**src/rtl/shift_seq.sv**
```systemverilog
// Multi-cycle shifter: one reused barrel-shifter mux layer per clock, LSB layer first.
// Optional SHIFT_EARLY_EXIT_EN: leave SHIFT once no higher shamt bits remain.
module shift_seq #(
   parameter int WIDTH = 32,
   parameter int SHW   = 5
) (
   input  logic             clk,
   input  logic             rst_n,
   input  logic             in_valid,
   output logic             in_ready,
   input  logic [1:0]       op,
   input  logic [WIDTH-1:0] in_data,
   input  logic [SHW-1:0]   shamt,
   input  logic             flush,
   output logic             busy,
   output logic             out_valid,
   input  logic             out_ready,
   output logic [WIDTH-1:0] out_data
);

   typedef enum logic [1:0] {IDLE, SHIFT, DONE} state_t;

   state_t           state, state_nxt;
   logic [WIDTH-1:0] acc, acc_nxt, hmask;
   logic [1:0]       op_r;
   logic [SHW-1:0]   shamt_r, layer, hi;
   logic             sign_r, last_layer, accept;
   logic [SHW:0]     amt, ramt;

   assign in_ready  = (state == IDLE);
   assign busy      = (state != IDLE);
   assign out_valid = (state == DONE);
   assign out_data  = acc;
   assign accept    = in_valid & in_ready & ~flush;

   assign amt   = (SHW+1)'(1) << layer;
   assign ramt  = (SHW+1)'(WIDTH) - amt;
   assign hmask = ~({WIDTH{1'b1}} >> amt);
   assign hi    = shamt_r >> layer;

`ifdef SHIFT_EARLY_EXIT_EN
   assign last_layer = ((hi >> 1) == '0) || (layer == SHW'(SHW-1));
`else
   assign last_layer = (layer == SHW'(SHW-1));
`endif

   // SRA fills from the sign captured at accept, so later layers stay correct
   always_comb begin
      acc_nxt = acc;
      if (shamt_r[layer]) begin
         case (op_r)
            2'b00:   acc_nxt = acc << amt;
            2'b01:   acc_nxt = acc >> amt;
            2'b10:   acc_nxt = (acc >> amt) | ({WIDTH{sign_r}} & hmask);
            default: acc_nxt = (acc << amt) | (acc >> ramt);
         endcase
      end
   end

   always_ff @(posedge clk or negedge rst_n) begin
      if (!rst_n) state <= IDLE;
      else        state <= state_nxt;
   end

   always_comb begin
      state_nxt = state;
      if (flush) begin
         state_nxt = IDLE;
      end else begin
         case (state)
            IDLE:    if (in_valid)   state_nxt = SHIFT;
            SHIFT:   if (last_layer) state_nxt = DONE;
            DONE:    if (out_ready)  state_nxt = IDLE;
            default:                 state_nxt = IDLE;
         endcase
      end
   end

   always_ff @(posedge clk or negedge rst_n) begin
      if (!rst_n) begin
         acc     <= '0;
         op_r    <= '0;
         shamt_r <= '0;
         sign_r  <= 1'b0;
         layer   <= '0;
      end else if (flush) begin
         layer   <= '0;
      end else if (accept) begin
         acc     <= in_data;
         op_r    <= op;
         shamt_r <= shamt;
         sign_r  <= in_data[WIDTH-1];
         layer   <= '0;
      end else if (state == SHIFT) begin
         acc     <= acc_nxt;
         layer   <= last_layer ? '0 : layer + SHW'(1);
      end
   end

endmodule
```
**config.mk**
```make
export PLATFORM = sky130hd
export DESIGN_NAME = shift_seq
export DESIGN_NICKNAME = d
export VERILOG_FILES = /design/src/rtl/shift_seq.sv
export SDC_FILE = /design/constraint.sdc
export NUM_CORES = 1
export LEC_CHECK = 0
export CAP_MARGIN = 40
export CORE_MARGIN = 1
export CORE_UTILIZATION = 30
export CTS_CLUSTER_SIZE = 20
export DETAILED_ROUTE_END_ITERATION = 10
export HOLD_SLACK_MARGIN = 0.08
export PLACE_DENSITY = 0.53
export RECOVER_POWER = 100
export SYNTH_ARGS = -nofsm -noshare
export SYNTH_HDL_FRONTEND = slang
export SYNTH_SLANG_ARGS = --single-unit
```
**constraint.sdc**
```tcl
create_clock -name clk -period 4.24 [get_ports clk]
set_input_delay 0.848 -clock clk [delete_from_list [all_inputs] [get_ports clk]]
set_output_delay 0.848 -clock clk [all_outputs]
set_load 0.02 [all_outputs]
```
==> results of run 1 <==
## through the flow
step	total power [mW]	utilization	area, um2	hold WS [ns]
after global placement	2.860	0.3532	7731	0.4585
after detailed placement	2.840	0.3548	7766	0.4675
after CTS	3.282	0.3611	7905	0.4846
final	3.332	0.3592	7863	0.4825
after floorplan	1.970	-	6733	0.4403
after global routing	3.450	0.3592	7863	0.5209
## cell families (layout without fill, tap and decap cells)
kind of cell	after synthesis	in the layout	share of synthesized area
buf+inv	128	143	0.07972
compound gates	335	335	0.3280
simple gates	346	346	0.2440
fa+ha+maj	5	5	0.009292
mux	70	70	0.1578
flops	47	47	0.1747
xor+xnor	5	5	0.006506
## Yosys cell counts (21+ instances only)
| library cell | number |
|---|---|
| nor3_1 | 29 |
| o21ai_0 | 72 |
| nor2_1 | 83 |
| clkbuf_1 | 78 |
| mux2i_1 | 33 |
| nand3_1 | 27 |
| a21oi_1 | 77 |
| dfrtp_1 | 47 |
| buf_2 | 21 |
| nand2_1 | 125 |
| mux4_2 | 28 |
| a31oi_1 | 31 |
## worst register-to-register path: stages, from the launching register on
cell	delay, ns
dfrtp_1	0.62
or2_1	0.62
a2bb2oi_1	0.28
nor3_2	0.17
clkbuf_1	1.13
clkbuf_2	0.49
or3_1	0.15
o21ai_0	0.08
a31oi_1	0.17
## power groups by stage
| stage | registers, mW | clock network [mW] | logic, mW |
|---|---|---|---|
| 6_report | 1.03 | 0.427 | 1.87 |
| 5_1_grt | 1.02 | 0.458 | 1.97 |
| 4_1_cts | 0.991 | 0.441 | 1.85 |
| 3_5_place_dp | 1.00 | 0 | 1.84 |
| 3_3_place_gp | 1.01 | 0 | 1.85 |
| 2_1_floorplan | 0.760 | 0 | 1.21 |
## cell type report
| class | count | area [um2] | share of cell area |
|---|---|---|---|
| repair buffers | 120 | 1105 | 0.1405 |
| clock buffers | 5 | 125.1 | 0.01591 |
| well taps | 280 | 350.3 | 0.04456 |
| multi-input cells | 761 | 5031 | 0.6399 |
| clock inverters | 2 | 13.76 | 0.001750 |
| flip-flops and latches | 47 | 1177 | 0.1497 |
| inverters | 16 | 60.06 | 0.007638 |
## path summary, 6_finish.rpt
kind	from	to	slack, ns	cells after the start
min in group asynchronous	rst_n	shamt_r[0]	0.90	1
max in group asynchronous	rst_n	out_data[7]	1.24	2
hold / removal	shamt_r[2]	shamt_r[2]	0.48	2
hold reg to reg	shamt_r[2]	shamt_r[2]	0.48	2
setup reg to reg	layer[0]	out_data[3]	0.44	8
setup / recovery	layer[0]	out_data[3]	0.44	8
## routing by layer
metal	vias to the layer above	GRT usage	routed length (um)
li1	3567	-	-
met1	4080	0.4351	14760
met2	770	0.4359	14940
met3	180	0.09099	5044
met4	2	0.1814	2366
met5	-	0	13
## registers in the layout (all words and copies together), names as in the netlist
register,flops
sign_r,1
state,2
op_r,2
out_data,32
shamt_r,5
layer,5
==> results.yml, run 1 <==
synth:
  syn_nets: 985
  synthDistinctLibCells: 71
  synth-async-reset-ratio: 1.000
  postSynthAreaPerCell_um2: 7.193
  yosysWarningCount: 0
  ys.flop_type: "dfrtp_1"
  netlist_instances: 936
  yosys.area.top_type: "dfrtp_1"
  syn_area_mm2: 0.006733
  synth_top_area_frac: 0.1747
  yosysSeqAreaShare: 0.1747
  synth_area_leaders: "dfrtp_1 (17%), mux4_2 (9.4%), nand2_1 (7.0%)"
  ys_ff_latch: 47
  synth_edf_count: 0
power:
  p_sw_mw: 1.791
  power_density_mw_per_mm2: 423.7
  seqPwrFrac: 0.310
  vdd_drop_max_uv: 190.2
  p_int_mw: 1.541
  p_comb_frac: 0.561
  p_sw_frac: 0.5376
  clkPwrFrac: 0.128
  power_leakage_nw: 2.893
cells_and_area:
  area_delta_synth_final_pct: 16.78
  final_nets: 1000
  fin_cells: 1231
  layout_commonest_cell: "nand2_1"
  drive_above_1_share: 0.1062
  layout_common_cells: "nand2_1 (126), nor2_1 (83), a21oi_1 (77)"
  fillers: 2366
  diodes: 0
drt:
  dr_total_vias: 8599
  drc: 0
  wl_per_cell_um: 30.16
  antenna_left: 0
  drt-initial-drc-count: 1515
  vias_per_cell: 6.985
  drtPass1Iterations: 6
  wirelength_mm: 37.13
sta:
  period_share: 0.8955
  fin_skew_ns: 0.01256
  slew_viol_final: 74
  setup_violations: 0
  fmax_mhz: 263.4
  fin_ws_ns: 0.4431
  rsz0062_at_grt: "no"
  maxSlewHeadroom: -0.02704
  final.min_clock_period_ns: 3.797
  fin_setup_tns_ns: 0
  max_slew.worst_pin.slew_ns: 1.541
  hold_viol: 0
floorplanning:
  io-pin-count: 79
  start_util: 0.3076
  die_y_um: 151.8
  rows: 54
  die_x_um: 151.8
  dieArea_mm2: 0.02304
  core_mm2: 0.02189
global_route:
  grt_usage: 0.3160
  grt_max_degree: 81
  antenna_found_initial: 1
  grt_pass1_vias: 8065
  gr-total-overflow: 0
  grt_pass1_wl_mm: 55.24
place:
  hpwl_mm: 25.47
  dp_slack_ns: 0.7833
  io_buffer_count: 78
  place_inst: 1224
  globalplace.congestion: 1.029
critical_path:
  worstPathRequired_ns: 4.47
  cp_data_arrival_time_ns: 4.03
  timing.critical_path.cells: "or2_1 -> a2bb2oi_1 -> nor3_2 -> clkbuf_1 -> clkbuf_2 -> or3_1 -> o21ai_0 -> a31oi_1"
  cp-start-kind: "register"
  critical-path-top-delay-family: "buffers and inverters"
  cp_max_fo: 23
  cp_slowest_stage_delay_ns: 1.13
  crit_type: "reg2reg"
  critPathBufInv: 2
  end_kind: "register"
  cp_slowest_cell: "clkbuf_1"
outcome:
  outcome: "complete, but fails checks"
  violations: "capacitance limit, slew limit"
clocking:
  cts_buffer_depth: 2
  clk_latency_ns: 0.31
  cts_tree: "done"
  cts_sinks: 47
  cts_made_buffers: 5
  cts.hold.buffers_added: 0
  cts_resized: 0
  htree_levels: 2
  clk_pin_slew_ns: 0.08
  clockRootBuffer: "clkbuf_16"
  cts_setup_buffers: 0
flow_run:
  maxCapViolCount: 3
hold_path:
  min_path_type: "reg2reg"
Power figures use the tool's default switching activity.
==> run 2: changes to the inputs <==
--- a/config.mk
+++ b/config.mk
@@ -7,11 +7,11 @@
 export LEC_CHECK = 0
 export CAP_MARGIN = 40
 export CORE_MARGIN = 1
-export CORE_UTILIZATION = 30
+export CORE_UTILIZATION = 40
 export CTS_CLUSTER_SIZE = 20
 export DETAILED_ROUTE_END_ITERATION = 10
 export HOLD_SLACK_MARGIN = 0.08
-export PLACE_DENSITY = 0.53
+export PLACE_DENSITY = 0.65
 export RECOVER_POWER = 100
 export SYNTH_ARGS = -nofsm -noshare
 export SYNTH_HDL_FRONTEND = slang
==> results.yml, run 2 (same netlist as run 1, synthesis figures left out) <==
outcome:
  outcome: "finished, final reports clean"
place:
  placed_area_mm2: 0.007681
  globalplace.congestion: 1.051
  io_buffer_count: 78
  dp_slack_ns: 0.7984
  place_inst: 1166
  hpwl_mm: 23.61
clocking:
  htree_levels: 2
  cts_buffer_depth: 2
  clockRootBuffer: "clkbuf_16"
  cts_setup_buffers: 0
  clk_pin_slew_ns: 0.08
  cts_resized: 0
  cts_tree: "done"
  clk_latency_ns: 0.32
  cts_made_buffers: 5
  cts_sinks: 47
  cts.hold.buffers_added: 0
drt:
  drt-initial-drc-count: 1785
  drtPass1Iterations: 6
  dr_total_vias: 8667
  drc: 0
  wirelength_mm: 34.54
  vias_per_cell: 7.382
  wl_per_cell_um: 29.42
  antenna_left: 0
critical_path:
  cp_slowest_stage_delay_ns: 0.52
  reg2regPathDepth: 13
  end_kind: "register"
  timing.critical_path.cells: "clkbuf_2 -> nor3_1 -> nand2_2 -> clkinv_1 -> buf_4 -> ha_1 -> inv_1 -> buf_4 -> mux4_2 -> mux2i_1 -> o31ai_1 -> a2111oi_0 -> o21ai_1"
  critical-path-top-delay-family: "buffers and inverters"
  worstPathRequired_ns: 4.43
  critPathBufInv: 5
  cp_num_cells: 13
  crit_type: "reg2reg"
  cp_data_arrival_time_ns: 4.04
  crit_top_cell: "buf_4"
  cp-start-kind: "register"
  cp_slowest_cell: "nor3_1"
  cp_max_fo: 27
global_route:
  gr-usage-met1: 0.5232
  gr-total-overflow: 0
  grt_max_degree: 59
  antenna_found_initial: 1
  grt_pass1_vias: 7968
  grt_usage: 0.3955
  grtUsageMet2: 0.5479
  grt_pass1_wl_mm: 51.80
  grt_use_met3: 0.1399
  busiest_layer: "met2"
sta:
  hold_viol: 0
  setup_violations: 0
  period_share: 0.9077
  slew_viol_final: 0
  final.min_clock_period_ns: 3.849
  fin_setup_tns_ns: 0
  whs_ns: 0.4929
  fin_skew_ns: 0.01367
  maxSlewHeadroom: 0.01384
  rsz0062_at_grt: "no"
  max_slew.worst_pin.slew_ns: 1.479
  fin_ws_ns: 0.3912
  fmax_mhz: 259.8
power:
  vdd_drop_max_uv: 236.8
  power_mw: 3.301
  power_leakage_nw: 2.891
  power_density_mw_per_mm2: 424.0
cells_and_area:
  design_area_mm2: 0.007785
  final_core_util: 0.4711
  fin_cells: 1174
  drive_above_1_share: 0.1122
  layout_common_cells: "nand2_1 (125), nor2_1 (83), a21oi_1 (77)"
  layout_commonest_cell: "nand2_1"
  largest_reg_flops: 32
  fillers: 1678
  area_delta_synth_final_pct: 15.63
  final_nets: 1002
  diodes: 0
floorplanning:
  io-pin-count: 79
  die_y_um: 131.7
  rows: 47
  core_mm2: 0.01652
  die_x_um: 131.7
  start_util: 0.4074
  dieArea_mm2: 0.01735
hold_path:
  min_path_type: "reg2reg"
  min_delay_path_depth: 2
flow_run:
  maxCapViolCount: 0
-- run 2: power by group --
group          leakage [nW]  total (mW)  internal, mW  switching (mW)
sequential            0.563        1.05         0.541           0.508
clock                0.0740       0.435         0.220           0.214
combinational          2.25        1.82         0.774            1.04
-- run 2: path summary, 6_finish.rpt --
check / from / endpoint / slack [ns]
setup / recovery: layer[2] / out_data[0] / 0.39
hold / removal: shamt_r[1] / shamt_r[1] / 0.49
setup reg to reg: layer[2] / out_data[0] / 0.39
hold reg to reg: shamt_r[1] / shamt_r[1] / 0.49
max in group asynchronous: rst_n / out_data[15] / 1.36
min in group asynchronous: rst_n / shamt_r[2] / 0.88
-- run 2: routing by layer --
layer	vias up	wire length, um	part of all wire
met5	-	0	0
met4	0	2700	0.078
met3	238	5293	0.15
met2	871	13630	0.39
met1	3978	12920	0.37
li1	3580	-	-
-- run 2: area by class of cell --
type                            count  area (um2)  share of cell area
Sequential cell                    47        1181              0.1517
Inverter                           16       60.06            0.007715
Timing Repair Buffer              122        1091              0.1401
Multi-Input combinational cell    761        5034              0.6466
Tap cell                          220       275.3             0.03536
Clock buffer                        5       125.1             0.01607
Clock inverter                      3       18.77            0.002411
-- run 2: tightest hold or removal path: stages (launching register included) --
cell and delay, ns:
dfrtp_1 0.36, nand2_1 0.05, nand2_1 0.06
==> run 3: changes to the inputs <==
--- a/config.mk
+++ b/config.mk
@@ -6,12 +6,14 @@
 export NUM_CORES = 1
 export LEC_CHECK = 0
 export CAP_MARGIN = 40
+export CELL_PAD_IN_SITES_DETAIL_PLACEMENT = 0
+export CELL_PAD_IN_SITES_GLOBAL_PLACEMENT = 1
 export CORE_MARGIN = 1
 export CORE_UTILIZATION = 40
 export CTS_CLUSTER_SIZE = 20
 export DETAILED_ROUTE_END_ITERATION = 10
 export HOLD_SLACK_MARGIN = 0.08
-export PLACE_DENSITY = 0.65
+export PLACE_DENSITY = 0.84
 export RECOVER_POWER = 100
 export SYNTH_ARGS = -nofsm -noshare
 export SYNTH_HDL_FRONTEND = slang
==> results.yml, run 3 (same netlist as run 1, synthesis figures left out) <==
hold_path:
  min_path_type: "reg2reg"
  hold_path_end: "shamt_r[1]"
  min-delay-start: "shamt_r[1]"
  min_delay_path_depth: 2
power:
  clkPwrFrac: 0.134
  vdd_drop_max_uv: 220.4
  power_leakage_nw: 2.890
  power_mw: 3.376
  power_density_mw_per_mm2: 434.1
  p_int_mw: 1.552
  p_comb_frac: 0.550
  seqPwrFrac: 0.316
  p_sw_frac: 0.5402
  p_sw_mw: 1.824
floorplanning:
  core_mm2: 0.01652
  start_util: 0.4074
  dieArea_mm2: 0.01735
  die_y_um: 131.7
  die_x_um: 131.7
  rows: 47
  io-pin-count: 79
flow_run:
  maxCapViolCount: 1
clocking:
  cts_sinks: 47
  clk_latency_ns: 0.31
  cts_resized: 0
  cts_buffer_depth: 2
  clockRootBuffer: "clkbuf_16"
  cts_tree: "done"
  clk_pin_slew_ns: 0.08
  cts.hold.buffers_added: 0
  cts_made_buffers: 5
  htree_levels: 2
  cts_setup_buffers: 0
sta:
  hold_viol: 0
  slew_viol_final: 28
  fmax_mhz: 256.7
  final.min_clock_period_ns: 3.896
  fin_skew_ns: 0.007314
  max_slew.worst_pin.slew_ns: 1.647
  maxSlewHeadroom: -0.09806
  period_share: 0.9188
  rsz0062_at_grt: "no"
  setup_violations: 0
  fin_setup_tns_ns: 0
critical_path:
  cp_slowest_stage_delay_ns: 1.10
  timing.rr.end: "out_data[27]"
  cp_slowest_cell: "clkbuf_2"
  ff2ff_setup_slack_ns: 0.34
  crit_type: "reg2reg"
  timing.critical_path.cells: "nor3_1 -> clkbuf_2 -> nand3_1 -> a31oi_1 -> a21oi_1 -> nor2_1 -> o221ai_1 -> o311ai_0"
  r2r-start: "layer[4]"
  cp-start-kind: "register"
  cp_max_fo: 58
  worstPathRequired_ns: 4.42
  cp_data_arrival_time_ns: 4.08
  reg2regPathDepth: 8
  end_kind: "register"
place:
  io_buffer_count: 78
  hpwl_mm: 25.03
  globalplace.congestion: 1.063
cells_and_area:
  area_delta_synth_final_pct: 15.50
  regArea_mm2: 0.001180
  layout_common_cells: "nand2_1 (125), nor2_1 (83), a21oi_1 (77)"
  fillers: 1717
  largest_reg_flops: 32
  drive_above_1_share: 0.1113
  final_nets: 1000
  layout_commonest_cell: "nand2_1"
  multi_input_area_mm2: 0.005035
drt:
  drc: 0
  vias_per_cell: 7.419
  wl_per_cell_um: 31.44
  antenna_left: 0
  wirelength_mm: 36.88
  dr_total_vias: 8702
  drtPass1Iterations: 7
  drt-initial-drc-count: 1756
global_route:
  grt_usage: 0.4247
  grt_max_degree: 59
  grt_pass1_vias: 7941
  gr-total-overflow: 0
  grt_pass1_wl_mm: 54.58
  antenna_found_initial: 0
outcome:
  outcome: "complete, but fails checks"
  violations: "capacitance limit, slew limit"
## run 3: power groups by stage
stage | Sequential, mW | Clock (mW) | Combinational [mW]
3_5_place_dp | 1.03 | 0 | 1.81
2_1_floorplan | 0.760 | 0 | 1.21
4_1_cts | 1.02 | 0.457 | 1.82
6_report | 1.07 | 0.452 | 1.86
3_3_place_gp | 1.03 | 0 | 1.82
5_1_grt | 1.04 | 0.475 | 1.95
## run 3: cell type report
class | count | share of cell area
clock buffers | 6 | 0.01786
well taps | 220 | 0.03540
diodes | 1 | 0.0003218
clock inverters | 2 | 0.001770
multi-input cells | 761 | 0.6475
flip-flops and latches | 47 | 0.1517
repair buffers | 120 | 0.1377
inverters | 16 | 0.007723
## run 3: layer usage
metal	global-route usage	wire (um)	up-vias	share of wire
li1	-	-	3583	-
met1	0.5778	14110	4105	0.38
met2	0.6149	15360	833	0.42
met3	0.1107	5108	179	0.14
met4	0.2171	2249	2	0.061
met5	0.02500	57	-	0.0015
## run 3: worst max path at each step
stage | cells past startpoint | slack (ns) | endpoint | start
2_1_floorplan | 12 | 1.14 | out_data[0] | layer[0]
3_3_place_gp | 8 | 0.77 | out_data[10] | layer[1]
3_5_place_dp | 11 | 0.76 | out_data[8] | layer[4]
4_1_cts | 11 | 0.73 | out_data[8] | layer[4]
5_1_grt | 8 | 0.29 | out_data[27] | layer[4]
6_report | 8 | 0.34 | out_data[27] | layer[4]
## run 3: through the flow
step | utilization | setup slack, ns | std cells | hold slack [ns] | cell area, um2
after global routing | 0.4704 | 0.2862 | 1172 | 0.5225 | 7774
after CTS | 0.4723 | 0.7290 | 1171 | 0.4811 | 7804
after global placement | 0.4630 | 0.7713 | 1163 | 0.4587 | 7651
after detailed placement | 0.4630 | 0.7637 | 1163 | 0.4629 | 7651
final | 0.4706 | 0.3443 | 1173 | 0.4780 | 7776
after floorplan | - | 1.138 | 936 | 0.4403 | 6733
## run 3: worst max-delay path, delay by kind of cell, from the launching register on
| kind | cells | cell delay (ns) |
|---|---|---|
| buffers and inverters | 1 | 1.10 |
| flip-flops | 1 | 0.54 |
| AND/OR/NAND/NOR | 3 | 0.70 |
| AO/OA/AOI/OAI | 4 | 1.38 |
==> variant (flow settings as in run 2) <==
Reset style: synchronous (`rst_n`), changed in 2 clocked blocks.
--- a/src/rtl/shift_seq.sv
+++ b/src/rtl/shift_seq.sv
@@ -58,5 +58,5 @@
    end
 
-   always_ff @(posedge clk or negedge rst_n) begin
+   always_ff @(posedge clk) begin
       if (!rst_n) state <= IDLE;
       else        state <= state_nxt;
@@ -77,5 +77,5 @@
    end
 
-   always_ff @(posedge clk or negedge rst_n) begin
+   always_ff @(posedge clk) begin
       if (!rst_n) begin
          acc     <= '0;
Function: differs if rst_n is asserted again (counterexample within 4 cycles, from zero or initial values and one cycle with rst_n low); with rst_n held inactive, the same outputs for 4 cycles.
==> variant against run 2 <==
- die area is 4.7% higher
- setup slack worse by 0.095 ns
- wire length is 36% higher
- sequential cell count stayed put
- final area is 6.7% higher
- synthesized area is 4.8% higher
- critical endpoint is now out_data[22]$_SDFFE_PN0P_
- largest cell class unchanged
Power is not compared: it rests on default switching activity, and its combinational part moved more than twofold at a synthesized area within 25%.
==> variant: results (changes against run 2) <==
[placed_design]
hpwlAfterDp_mm=33.26  ; +41%
pre_cts_ws_ns=0.6939  ; -0.1046 ns
gp_congestion=1.061  ; +0.91%

[clock_network]
worstSkewPairLatency_ns=0.34  ; +0.02 ns

[grt]
grt_usage_pct=51.96  ; +12 points
antenna_found_initial=4  ; +3
grt_pass1_vias=9368  ; +18%
grt_pass1_wl_mm=66.94  ; +29%
grt_max_degree=56  ; -5.1%

[synth]
synth-compound-area-share_pct=37.83  ; +5.0 points
ys_seq_area_share_pct=13.34  ; -4.1 points
synthesis.nets=1072  ; +8.8%
synth_cell_types=84  ; +18%
synth-xor-area-share_pct=0.4965  ; -0.15 points
yosys-top-cells-area=dfxtp_1 13%, a21oi_1 6.9%, mux4_2 6.7%, nand2_1 6.0%, o21ai_0 6.0%
yosys-top-cells-count=112 x nand2_1, 97 x a21oi_1, 90 x nor2_1
synthMuxAreaShare_pct=13.26  ; -2.5 points
yosysMostFrequentCell=nand2_1

[setup_path]
cp_slowest_cell=a221oi_1
cpLargestDelayFamily=compound AO/OA/AOI/OAI gates
cp_slowest_stage_delay_ns=0.86  ; +0.34 ns
crit_arrival_ns=4.10  ; +0.06 ns

[finish]
largest_reg_flops=32  ; unchanged
drive_above_1_share_pct=13.06  ; +1.8 points

[timing]
skew_ns=0.02143  ; +0.007758 ns
tightest_slew_ns=1.298  ; -0.1817 ns

[route]
drtPass1Iterations=8  ; +2
viasPerCell=7.738  ; +4.8%
wl_per_cell_um=36.37  ; +24%
drt_iter0_drc=2114  ; +18%

[status]
status=complete, no violations

variant: cell types whose count changed in the layout (fill, tap and decap cells not counted), sizes merged, moves of 7 or more:
| cell | delta |
|---|---|
| a2111oi | +9 |
| a211oi | +15 |
| a21oi | +20 |
| a31oi | -18 |
| a32o | +7 |
| buf | +32 |
| dfrtp | -47 |
| dfxtp | +47 |
| mux4 | -7 |
| nand2 | -14 |
| nor2 | +10 |
| nor3 | +16 |
| o21ai | +13 |
variant: where the power goes:
group	internal, mW	switching (mW)
registers	0.462	0.0928
clock network	0.225	0.254
logic	0.201	0.316
variant: worst reg2reg max path: cells and delay by family (launching register included):
kind / cells / cell delay (ns)
AND/OR/NAND/NOR: 2 / 0.25
flip-flops: 1 / 0.66
buffers and inverters: 2 / 1.10
AO/OA/AOI/OAI: 5 / 1.78
variant: through the flow:
| step | std cells | area, um2 | hold slack [ns] | power [mW] |
|---|---|---|---|---|
| final | 1291 | 8305 | 0.4629 | 1.550 |
| after global routing | 1289 | 8300 | 0.4752 | 1.568 |
| after CTS | 1286 | 8305 | 0.4622 | 1.508 |
| after detailed placement | 1278 | 8158 | 0.4511 | 1.041 |
| after global placement | 1278 | 8158 | 0.4449 | 1.048 |
| after floorplan | 1023 | 7056 | 0.4331 | 0.7806 |
variant: final cells by class:
| type | instances | area [um2] |
|---|---|---|
| sequential | 47 | 942.2 |
| timing repair buffer | 155 | 1346 |
| tap | 225 | 281.5 |
| clock buffer | 5 | 125.1 |
| clock inverter | 3 | 22.52 |
| multi-input combinational | 837 | 5517 |
| antenna | 2 | 5.005 |
| fill | 1818 | 8931 |
| inverter | 17 | 66.31 |
variant: metal layers:
layer  vias up  part of all wire [%]  routed length, um  GRT usage [%]
met5         -                  0.34                160          6.111
met4         6                   8.5               3974          33.77
met3       317                    16               7568          22.79
met2      1055                    40              18580          72.39
met1      4634                    36              16680          63.97
li1       3978                     -                  -              -
variant: worst paths after layout:
path              slack [ns]                    start                        end  depth (start not counted)
hold reg to reg         0.46  shamt_r[2]$_SDFFE_PN0P_    shamt_r[2]$_SDFFE_PN0P_                          2
setup reg to reg        0.30    layer[2]$_SDFFE_PP0N_  out_data[22]$_SDFFE_PN0P_                          9
hold / removal          0.46  shamt_r[2]$_SDFFE_PN0P_    shamt_r[2]$_SDFFE_PN0P_                          2
setup / recovery        0.30    layer[2]$_SDFFE_PP0N_  out_data[22]$_SDFFE_PN0P_                          9
variant: cells by family after synthesis:
group / after synthesis
and+or+nand+nor: 366
DFF: 47
muxes: 65
adders and majority gates: 5
AOI/OAI and AO/OA: 397
buffers and inverters: 139
xor gates and xnor gates: 4
